`src/rtl/dmem_arbiter_if.sv`:
```
// Bus bundle between the two requesters, the arbiter and datamem.
// slave: arbiter side. master: requester/memory side.
interface dmem_arbiter_if;
    logic        reqa_valid;
    logic        reqa_rw;
    logic [63:0] reqa_addr;
    logic [63:0] reqa_wdata;
    logic        reqa_ready;
    logic        rspa_valid;
    logic [31:0] rspa_rdata;
    logic        rspa_err;
    logic        reqb_valid;
    logic        reqb_rw;
    logic [63:0] reqb_addr;
    logic [63:0] reqb_wdata;
    logic        reqb_ready;
    logic        rspb_valid;
    logic [31:0] rspb_rdata;
    logic        rspb_err;
    logic [63:0] mem_addr;
    logic [63:0] mem_wdata;
    logic        mem_en;
    logic        mem_rw;
    logic [31:0] mem_rdata;
    logic        busy;

    modport slave (
        input  reqa_valid, reqa_rw, reqa_addr, reqa_wdata,
        output reqa_ready, rspa_valid, rspa_rdata, rspa_err,
        input  reqb_valid, reqb_rw, reqb_addr, reqb_wdata,
        output reqb_ready, rspb_valid, rspb_rdata, rspb_err,
        output mem_addr, mem_wdata, mem_en, mem_rw, busy,
        input  mem_rdata
    );

    modport master (
        output reqa_valid, reqa_rw, reqa_addr, reqa_wdata,
        input  reqa_ready, rspa_valid, rspa_rdata, rspa_err,
        output reqb_valid, reqb_rw, reqb_addr, reqb_wdata,
        input  reqb_ready, rspb_valid, rspb_rdata, rspb_err,
        input  mem_addr, mem_wdata, mem_en, mem_rw, busy,
        output mem_rdata
    );
endinterface

```
`src/rtl/dmem_arbiter.sv`:
```
// Round-robin arbiter/sequencer for datamem: A = CPU, B = loader.
// Ports: clk, rst (async active-low), bus (dmem_arbiter_if.slave).
module dmem_arbiter #(
    parameter int DEPTH   = 65536,
    parameter int MEM_LAT = 1
) (
    input  logic          clk,
    input  logic          rst,
    dmem_arbiter_if.slave bus
);
    typedef enum logic [1:0] {IDLE, ISSUE, WAIT, RESP} state_t;

    localparam logic [63:0] LIMIT = 64'(DEPTH);
    localparam logic [3:0]  LAT   = 4'(MEM_LAT);

    state_t      state;
    state_t      state_n;
    logic        last_b;
    logic        id_b;
    logic        rw_q;
    logic [63:0] addr_q;
    logic [63:0] wdata_q;
    logic        err_q;
    logic [31:0] rdata_q;
    logic [3:0]  cnt;

    logic        gnt_a;
    logic        gnt_b;
    logic        acc_a;
    logic        acc_b;
    logic        accept;
    logic [63:0] sel_addr;
    logic        in_range;
    logic        rsp;

    // On a conflict the side that was not served last wins.
    assign gnt_a = bus.reqa_valid & (~bus.reqb_valid | last_b);
    assign gnt_b = bus.reqb_valid & (~bus.reqa_valid | ~last_b);
    assign acc_a = rst & (state == IDLE) & gnt_a;
    assign acc_b = rst & (state == IDLE) & gnt_b;
    assign accept = acc_a | acc_b;

    assign sel_addr = acc_b ? bus.reqb_addr : bus.reqa_addr;
    assign in_range = sel_addr < LIMIT;

    always_ff @(posedge clk or negedge rst) begin
        if (!rst) state <= IDLE;
        else      state <= state_n;
    end

    always_comb begin
        state_n = state;
        case (state)
            IDLE:    if (accept) state_n = in_range ? ISSUE : RESP;
            ISSUE:   state_n = WAIT;
            WAIT:    if (cnt == 4'd1) state_n = RESP;
            RESP:    state_n = IDLE;
            default: state_n = IDLE;
        endcase
    end

    always_ff @(posedge clk or negedge rst) begin
        if (!rst) begin
            last_b  <= 1'b1;
            id_b    <= 1'b0;
            rw_q    <= 1'b0;
            addr_q  <= '0;
            wdata_q <= '0;
            err_q   <= 1'b0;
            rdata_q <= '0;
            cnt     <= '0;
        end else begin
            if (accept) begin
                last_b  <= acc_b;
                id_b    <= acc_b;
                rw_q    <= acc_b ? bus.reqb_rw : bus.reqa_rw;
                addr_q  <= sel_addr;
                wdata_q <= acc_b ? bus.reqb_wdata : bus.reqa_wdata;
                err_q   <= ~in_range;
                rdata_q <= '0;
            end
            if (state == ISSUE) begin
                cnt <= LAT;
            end else if (state == WAIT) begin
                cnt <= cnt - 4'd1;
                // Writes return zero data.
                if (cnt == 4'd1)
                    rdata_q <= rw_q ? 32'd0 : bus.mem_rdata;
            end
        end
    end

    // Bus fields come straight from the latched request, so they
    // hold from ISSUE until the next accept.
    assign bus.mem_addr  = addr_q;
    assign bus.mem_wdata = wdata_q;
    assign bus.mem_rw    = rw_q;
    assign bus.mem_en    = (state == ISSUE);
    assign bus.busy      = (state != IDLE);

    assign bus.reqa_ready = acc_a;
    assign bus.reqb_ready = acc_b;

    assign rsp            = (state == RESP);
    assign bus.rspa_valid = rsp & ~id_b;
    assign bus.rspb_valid = rsp & id_b;
    assign bus.rspa_rdata = bus.rspa_valid ? rdata_q : 32'd0;
    assign bus.rspb_rdata = bus.rspb_valid ? rdata_q : 32'd0;
    assign bus.rspa_err   = bus.rspa_valid & err_q;
    assign bus.rspb_err   = bus.rspb_valid & err_q;
endmodule

```
`src/flat_wrapper.sv`:
```
// flat-port wrapper written by rule: the top's interface ports become plain ports
module dmem_arbiter_flat 
#(
    parameter int DEPTH   = 65536,
    parameter int MEM_LAT = 1
)
  (clk, rst, bus_reqa_valid, bus_reqa_rw, bus_reqa_addr, bus_reqa_wdata, bus_reqa_ready, bus_rspa_valid, bus_rspa_rdata, bus_rspa_err, bus_reqb_valid, bus_reqb_rw, bus_reqb_addr, bus_reqb_wdata, bus_reqb_ready, bus_rspb_valid, bus_rspb_rdata, bus_rspb_err, bus_mem_addr, bus_mem_wdata, bus_mem_en, bus_mem_rw, bus_busy, bus_mem_rdata);
  dmem_arbiter_if bus_i ();
  input  logic clk;
  input  logic rst;
  input wire logic [$bits(bus_i.reqa_valid)-1:0] bus_reqa_valid;
  input wire logic [$bits(bus_i.reqa_rw)-1:0] bus_reqa_rw;
  input wire logic [$bits(bus_i.reqa_addr)-1:0] bus_reqa_addr;
  input wire logic [$bits(bus_i.reqa_wdata)-1:0] bus_reqa_wdata;
  output wire logic [$bits(bus_i.reqa_ready)-1:0] bus_reqa_ready;
  output wire logic [$bits(bus_i.rspa_valid)-1:0] bus_rspa_valid;
  output wire logic [$bits(bus_i.rspa_rdata)-1:0] bus_rspa_rdata;
  output wire logic [$bits(bus_i.rspa_err)-1:0] bus_rspa_err;
  input wire logic [$bits(bus_i.reqb_valid)-1:0] bus_reqb_valid;
  input wire logic [$bits(bus_i.reqb_rw)-1:0] bus_reqb_rw;
  input wire logic [$bits(bus_i.reqb_addr)-1:0] bus_reqb_addr;
  input wire logic [$bits(bus_i.reqb_wdata)-1:0] bus_reqb_wdata;
  output wire logic [$bits(bus_i.reqb_ready)-1:0] bus_reqb_ready;
  output wire logic [$bits(bus_i.rspb_valid)-1:0] bus_rspb_valid;
  output wire logic [$bits(bus_i.rspb_rdata)-1:0] bus_rspb_rdata;
  output wire logic [$bits(bus_i.rspb_err)-1:0] bus_rspb_err;
  output wire logic [$bits(bus_i.mem_addr)-1:0] bus_mem_addr;
  output wire logic [$bits(bus_i.mem_wdata)-1:0] bus_mem_wdata;
  output wire logic [$bits(bus_i.mem_en)-1:0] bus_mem_en;
  output wire logic [$bits(bus_i.mem_rw)-1:0] bus_mem_rw;
  output wire logic [$bits(bus_i.busy)-1:0] bus_busy;
  input wire logic [$bits(bus_i.mem_rdata)-1:0] bus_mem_rdata;
  assign bus_i.reqa_valid = bus_reqa_valid;
  assign bus_i.reqa_rw = bus_reqa_rw;
  assign bus_i.reqa_addr = bus_reqa_addr;
  assign bus_i.reqa_wdata = bus_reqa_wdata;
  assign bus_reqa_ready = bus_i.reqa_ready;
  assign bus_rspa_valid = bus_i.rspa_valid;
  assign bus_rspa_rdata = bus_i.rspa_rdata;
  assign bus_rspa_err = bus_i.rspa_err;
  assign bus_i.reqb_valid = bus_reqb_valid;
  assign bus_i.reqb_rw = bus_reqb_rw;
  assign bus_i.reqb_addr = bus_reqb_addr;
  assign bus_i.reqb_wdata = bus_reqb_wdata;
  assign bus_reqb_ready = bus_i.reqb_ready;
  assign bus_rspb_valid = bus_i.rspb_valid;
  assign bus_rspb_rdata = bus_i.rspb_rdata;
  assign bus_rspb_err = bus_i.rspb_err;
  assign bus_mem_addr = bus_i.mem_addr;
  assign bus_mem_wdata = bus_i.mem_wdata;
  assign bus_mem_en = bus_i.mem_en;
  assign bus_mem_rw = bus_i.mem_rw;
  assign bus_busy = bus_i.busy;
  assign bus_i.mem_rdata = bus_mem_rdata;
  dmem_arbiter #(.DEPTH(DEPTH), .MEM_LAT(MEM_LAT)) u_core (.clk(clk), .rst(rst), .bus(bus_i));
endmodule
```
`config.mk`:
```
export PLATFORM = sky130hd
export DESIGN_NAME = dmem_arbiter_flat
export DESIGN_NICKNAME = d
export VERILOG_FILES = /design/src/rtl/dmem_arbiter_if.sv /design/src/rtl/dmem_arbiter.sv /design/src/flat_wrapper.sv
export SDC_FILE = /design/constraint.sdc
export NUM_CORES = 1
export LEC_CHECK = 0
export CAP_MARGIN = 20
export CORE_AREA = 2 2 190 192
export DETAILED_ROUTE_END_ITERATION = 16
export DIE_AREA = 0 0 192 194
export GPL_TIMING_DRIVEN = 0
export PLACE_DENSITY = 0.51
export REMOVE_ABC_BUFFERS = 1
export SYNTH_ARGS = -nofsm -noshare
export SYNTH_HDL_FRONTEND = slang
export SYNTH_SLANG_ARGS = --single-unit
```
`constraint.sdc`:
```
create_clock -name clk -period 2.6 [get_ports clk]
set_input_delay 0.78 -clock clk [delete_from_list [all_inputs] [get_ports clk]]
set_output_delay 0.78 -clock clk [all_outputs]
set_load 0.02 [all_outputs]
```
==> flow_summary_export.csv <==
group,metric,value,unit
synth,synth-xor-area-share,0,
floorplan,chipWidth,192,um
sta,tightest_slew,0.788,ns
sta,finalWorstSetupSlack,-0.0413,ns
placed_design,routabilityCongestion,0.772,
synth,synth-simple-area-share,0.147,
sta,rsz0062_at_grt,"yes",
sta,min_period,2.64,ns
setup_path,arrival,1.86,ns
setup_path,startpoint_type,"flop",
global_routing,track_usage,0.185,
setup_path,slowest_delay,0.44,ns
floorplan,coreArea,0.0352,mm2
synth,muxShareOfSynthArea,0.160,
synth,synth_area_leader_cell,"dfrtp_1",
setup_path,endpoint_kind,"primary output",
synth,syn_area_per_cell,10.3,um2
sta,setup-tns-final,-0.266,ns
setup_path,crit_family,"buffers and inverters",
placed_design,place_hpwl,26200,um
routing,drtIter0Drc,183,
sta,clock.fmax,379,MHz
status,outcome,"complete, but fails checks",
global_routing,grt_pass1_wl,51300,um
global_routing,grt_max_degree,94,
job,maxCapViolCount,0,
clocking,cts_tree,"done",
routing,drc,0,
synth,synthFlopType,"dfrtp_1",
setup_path,crit_fanout,10,
layout,drive_above_1_share,0.133,
setup_path,reg2reg_depth,12,
clocking,cts_made_buffers,17,
synth,synth_compound_area_frac,0.124,
power,power.leakage,7.16,nW
global_routing,antenna_found_initial,0,
layout,n_fill_cell,3512,
sta,setup_viol,8,
synth,ys_ff_latch,170,
status,violations,"setup timing",
sta,report.final.slew_viol_count,0,
synth,synth_cell_types,35,
synth,synthTopCellsByCount,"169 x dfrtp_1, 136 x nand2_1, 130 x mux2i_1, 130 x o21ai_1, 34 x and2_1",
setup_path,crit_chain,"ha_4 -> buf_6 -> nor2b_4 -> buf_8 -> buf_4 -> and2_4 -> buf_6",
placed_design,portBuffers,494,
setup_path,cp.required,1.82,ns
sta,fin_crit_sh,1.02,
clocking,cts-root-buf,"clkbuf_16",
clocking,clk_pin_slew,0.07,ns
power,power-per-cell-area,976,mW/mm2
setup_path,crit_buf_inv,4,
sta,finalClockSkew,0.0131,ns
layout,final_core_util,0.418,
clocking,cts_sinks,170,
setup_path,startpoint,"u_core.state[1]$_DFFE_PN0P_",
sta,hold_viol,0,
synth,yosysMostFrequentCell,"dfrtp_1",
setup_path,worstReg2RegStart,"u_core.state[1]$_DFFE_PN0P_",
synth,yosysWarnings,0,
clocking,clockBufferDepth,2,
setup_path,worstSetupPathType,"flop to primary output",
sta,timing.slew.headroom,0.475,
layout,nets,1609,
floorplan,rows,69,
synth,yosysSeqAreaShare,0.518,
setup_path,ff2ff_setup_slack,0.25,ns
layout,n_antenna_cell,0,
floorplan,die-area,0.0372,mm2
floorplan,ioPinCount,495,
setup_path,cp_slowest_cell,"dfrtp_2",
global_routing,grt_pass1_vias,8417,
routing,avgViaCountPerCell,4.42,
routing,drtAntennaViolNets,0,
worst_hold_path,hp-class,"input pin to asynchronous set/reset pin",
synth,ys_async_sr_fraction,1.00,
setup_path,path_depth,7,
synth,synth_adder_area_share,0.0107,
setup_path,r2r-end,"u_core.bus.mem_wdata[21]$_DFFE_PN0P_",
routing,vias,7874,
setup_path,cp_common_cell,"buf_6",
synth,synth_edf_count,0,
floorplan,die_y,194,um
clocking,cts_htree_levels,4,
clocking,clk_latency,0.44,ns
routing,dr.pass1.iters,4,
synth,synth_top_family_by_area,"multiplexers",
sta,holdWs,0.203,ns
synth,syn-instance-count,800,
routing,routedWlPerCell,19.5,um
global_routing,overflow,0,
clocking,cts_hold_buffers,0,
synth,ys_top_cells_by_area,"dfrtp_1 51%, mux2i_1 16%, o21ai_1 7.9%",
layout,area_delta_synth_final,79.0,%
routing,wirelength,34800,um
power,ir_worst_vdd,415,uV
synth,syn-cell-area,0.00822,mm2
synth,synth_top_cell_area_share,0.514,
floorplan,start_util,0.233,
-- worst reg2reg max path, cell delays in order, from the launching register on --
cell,delay (ns)
dfrtp_2,0.41
inv_2,0.05
buf_6,0.12
ha_4,0.18
o211ai_1,0.15
buf_4,0.23
buf_4,0.21
buf_4,0.22
buf_4,0.21
buf_4,0.19
buf_4,0.19
nand2_1,0.06
o21ai_1,0.06
-- flip-flops by register name, summed over array words and instances, names as in the netlist --
name / flops
u_core.state: 2
u_core.last_b: 1
u_core.bus.mem_rw: 1
u_core.bus.mem_wdata: 64
u_core.err_q: 1
u_core.cnt: 4
u_core.id_b: 1
u_core.rdata_q: 32
u_core.bus.mem_addr: 64
-- routing by layer --
| metal | vias to the layer above | GRT usage | wire length, um |
|---|---|---|---|
| met1 | 3689 | 0.200 | 13000 |
| met5 | - | 0 | 0 |
| met2 | 317 | 0.338 | 17900 |
| met3 | 26 | 0.0666 | 3280 |
| met4 | 0 | 0.0506 | 558 |
| li1 | 3842 | - | - |
-- how the worst max path moves through the flow --
stage	slack [ns]	endpoint
6_report	-0.04	bus_rspa_rdata[0]
5_1_grt	-0.10	bus_rspa_rdata[16]
4_1_cts	-0.22	bus_rspa_rdata[13]
3_5_place_dp	-1.21	bus_reqb_ready
3_3_place_gp	-35.55	u_core.state[1]$_DFFE_PN0P_
2_1_floorplan	-8.81	u_core.state[1]$_DFFE_PN0P_
-- kinds of logic (layout without fill, tap and decap cells) --
| kind of cell | Yosys count | count (layout) |
|---|---|---|
| DFF | 170 | 170 |
| buffers and inverters | 68 | 587 |
| muxes | 131 | 131 |
| adders and majority gates | 7 | 7 |
| and+or+nand+nor | 248 | 248 |
| AOI/OAI and AO/OA | 176 | 177 |
-- final cells by class --
type	instances	area (um2)	share of cell area
flip-flops and latches	170	4260	0.290
well taps	461	577	0.0392
multi-input cells	563	3770	0.256
clock buffers	21	470	0.0320
repair buffers	546	5470	0.371
inverters	10	47.5	0.00323
clock inverters	10	118	0.00799
-- repair_timing --
item,in CTS,in global routing
resized for setup,298,36
setup buffers,19,4
cloned,3,0
setup endpoints to repair,136,71
pin swaps,7,5
-- layout by cell type, fill, tap and decap left out, types with 2 or more instances in the layout --
cell type / netlist / final
buf_2: 13 / 2
ha_1: 7 / 5
and2_4: 0 / 23
a21oi_1: 2 / 2
dlygate4sd2_1: 0 / 18
inv_1: 9 / 7
o21ai_1: 130 / 130
clkbuf_16: 0 / 18
and2_1: 34 / 11
clkdlybuf4s15_1: 0 / 7
nand4_1: 6 / 6
clkdlybuf4s50_1: 0 / 419
bufinv_16: 0 / 2
buf_16: 0 / 4
clkdlybuf4s15_2: 0 / 3
clkbuf_2: 0 / 10
and3_1: 33 / 32
buf_8: 0 / 2
dfrtp_1: 169 / 166
nor4_2: 2 / 3
ha_4: 0 / 2
o21ai_0: 4 / 4
nor2_1: 6 / 6
nand2_1: 136 / 136
clkbuf_8: 0 / 3
clkinv_4: 0 / 3
nor4_1: 25 / 23
buf_4: 1 / 39
clkinv_2: 0 / 3
mux2i_1: 130 / 130
a22o_1: 32 / 32
dfrtp_2: 0 / 2
buf_6: 8 / 39
-- metrics by stage --
step                      setup slack, ns  power (W)  std cells  area (um2)
after floorplan                     -8.81    0.00806        742        7920
after global placement             -35.55     0.0118       1697       13400
after detailed placement            -1.21     0.0115       1726       13800
after CTS                          -0.225     0.0145       1779       14700
after global routing               -0.103     0.0153       1781       14700
final                             -0.0413     0.0144       1781       14700
-- report_power, final --
part | switching (W) | internal, W
clock | 0.00111 | 0.00149
sequential | 0.000744 | 0.00383
combinational | 0.00373 | 0.00345
(Power assumes the default switching activity.)
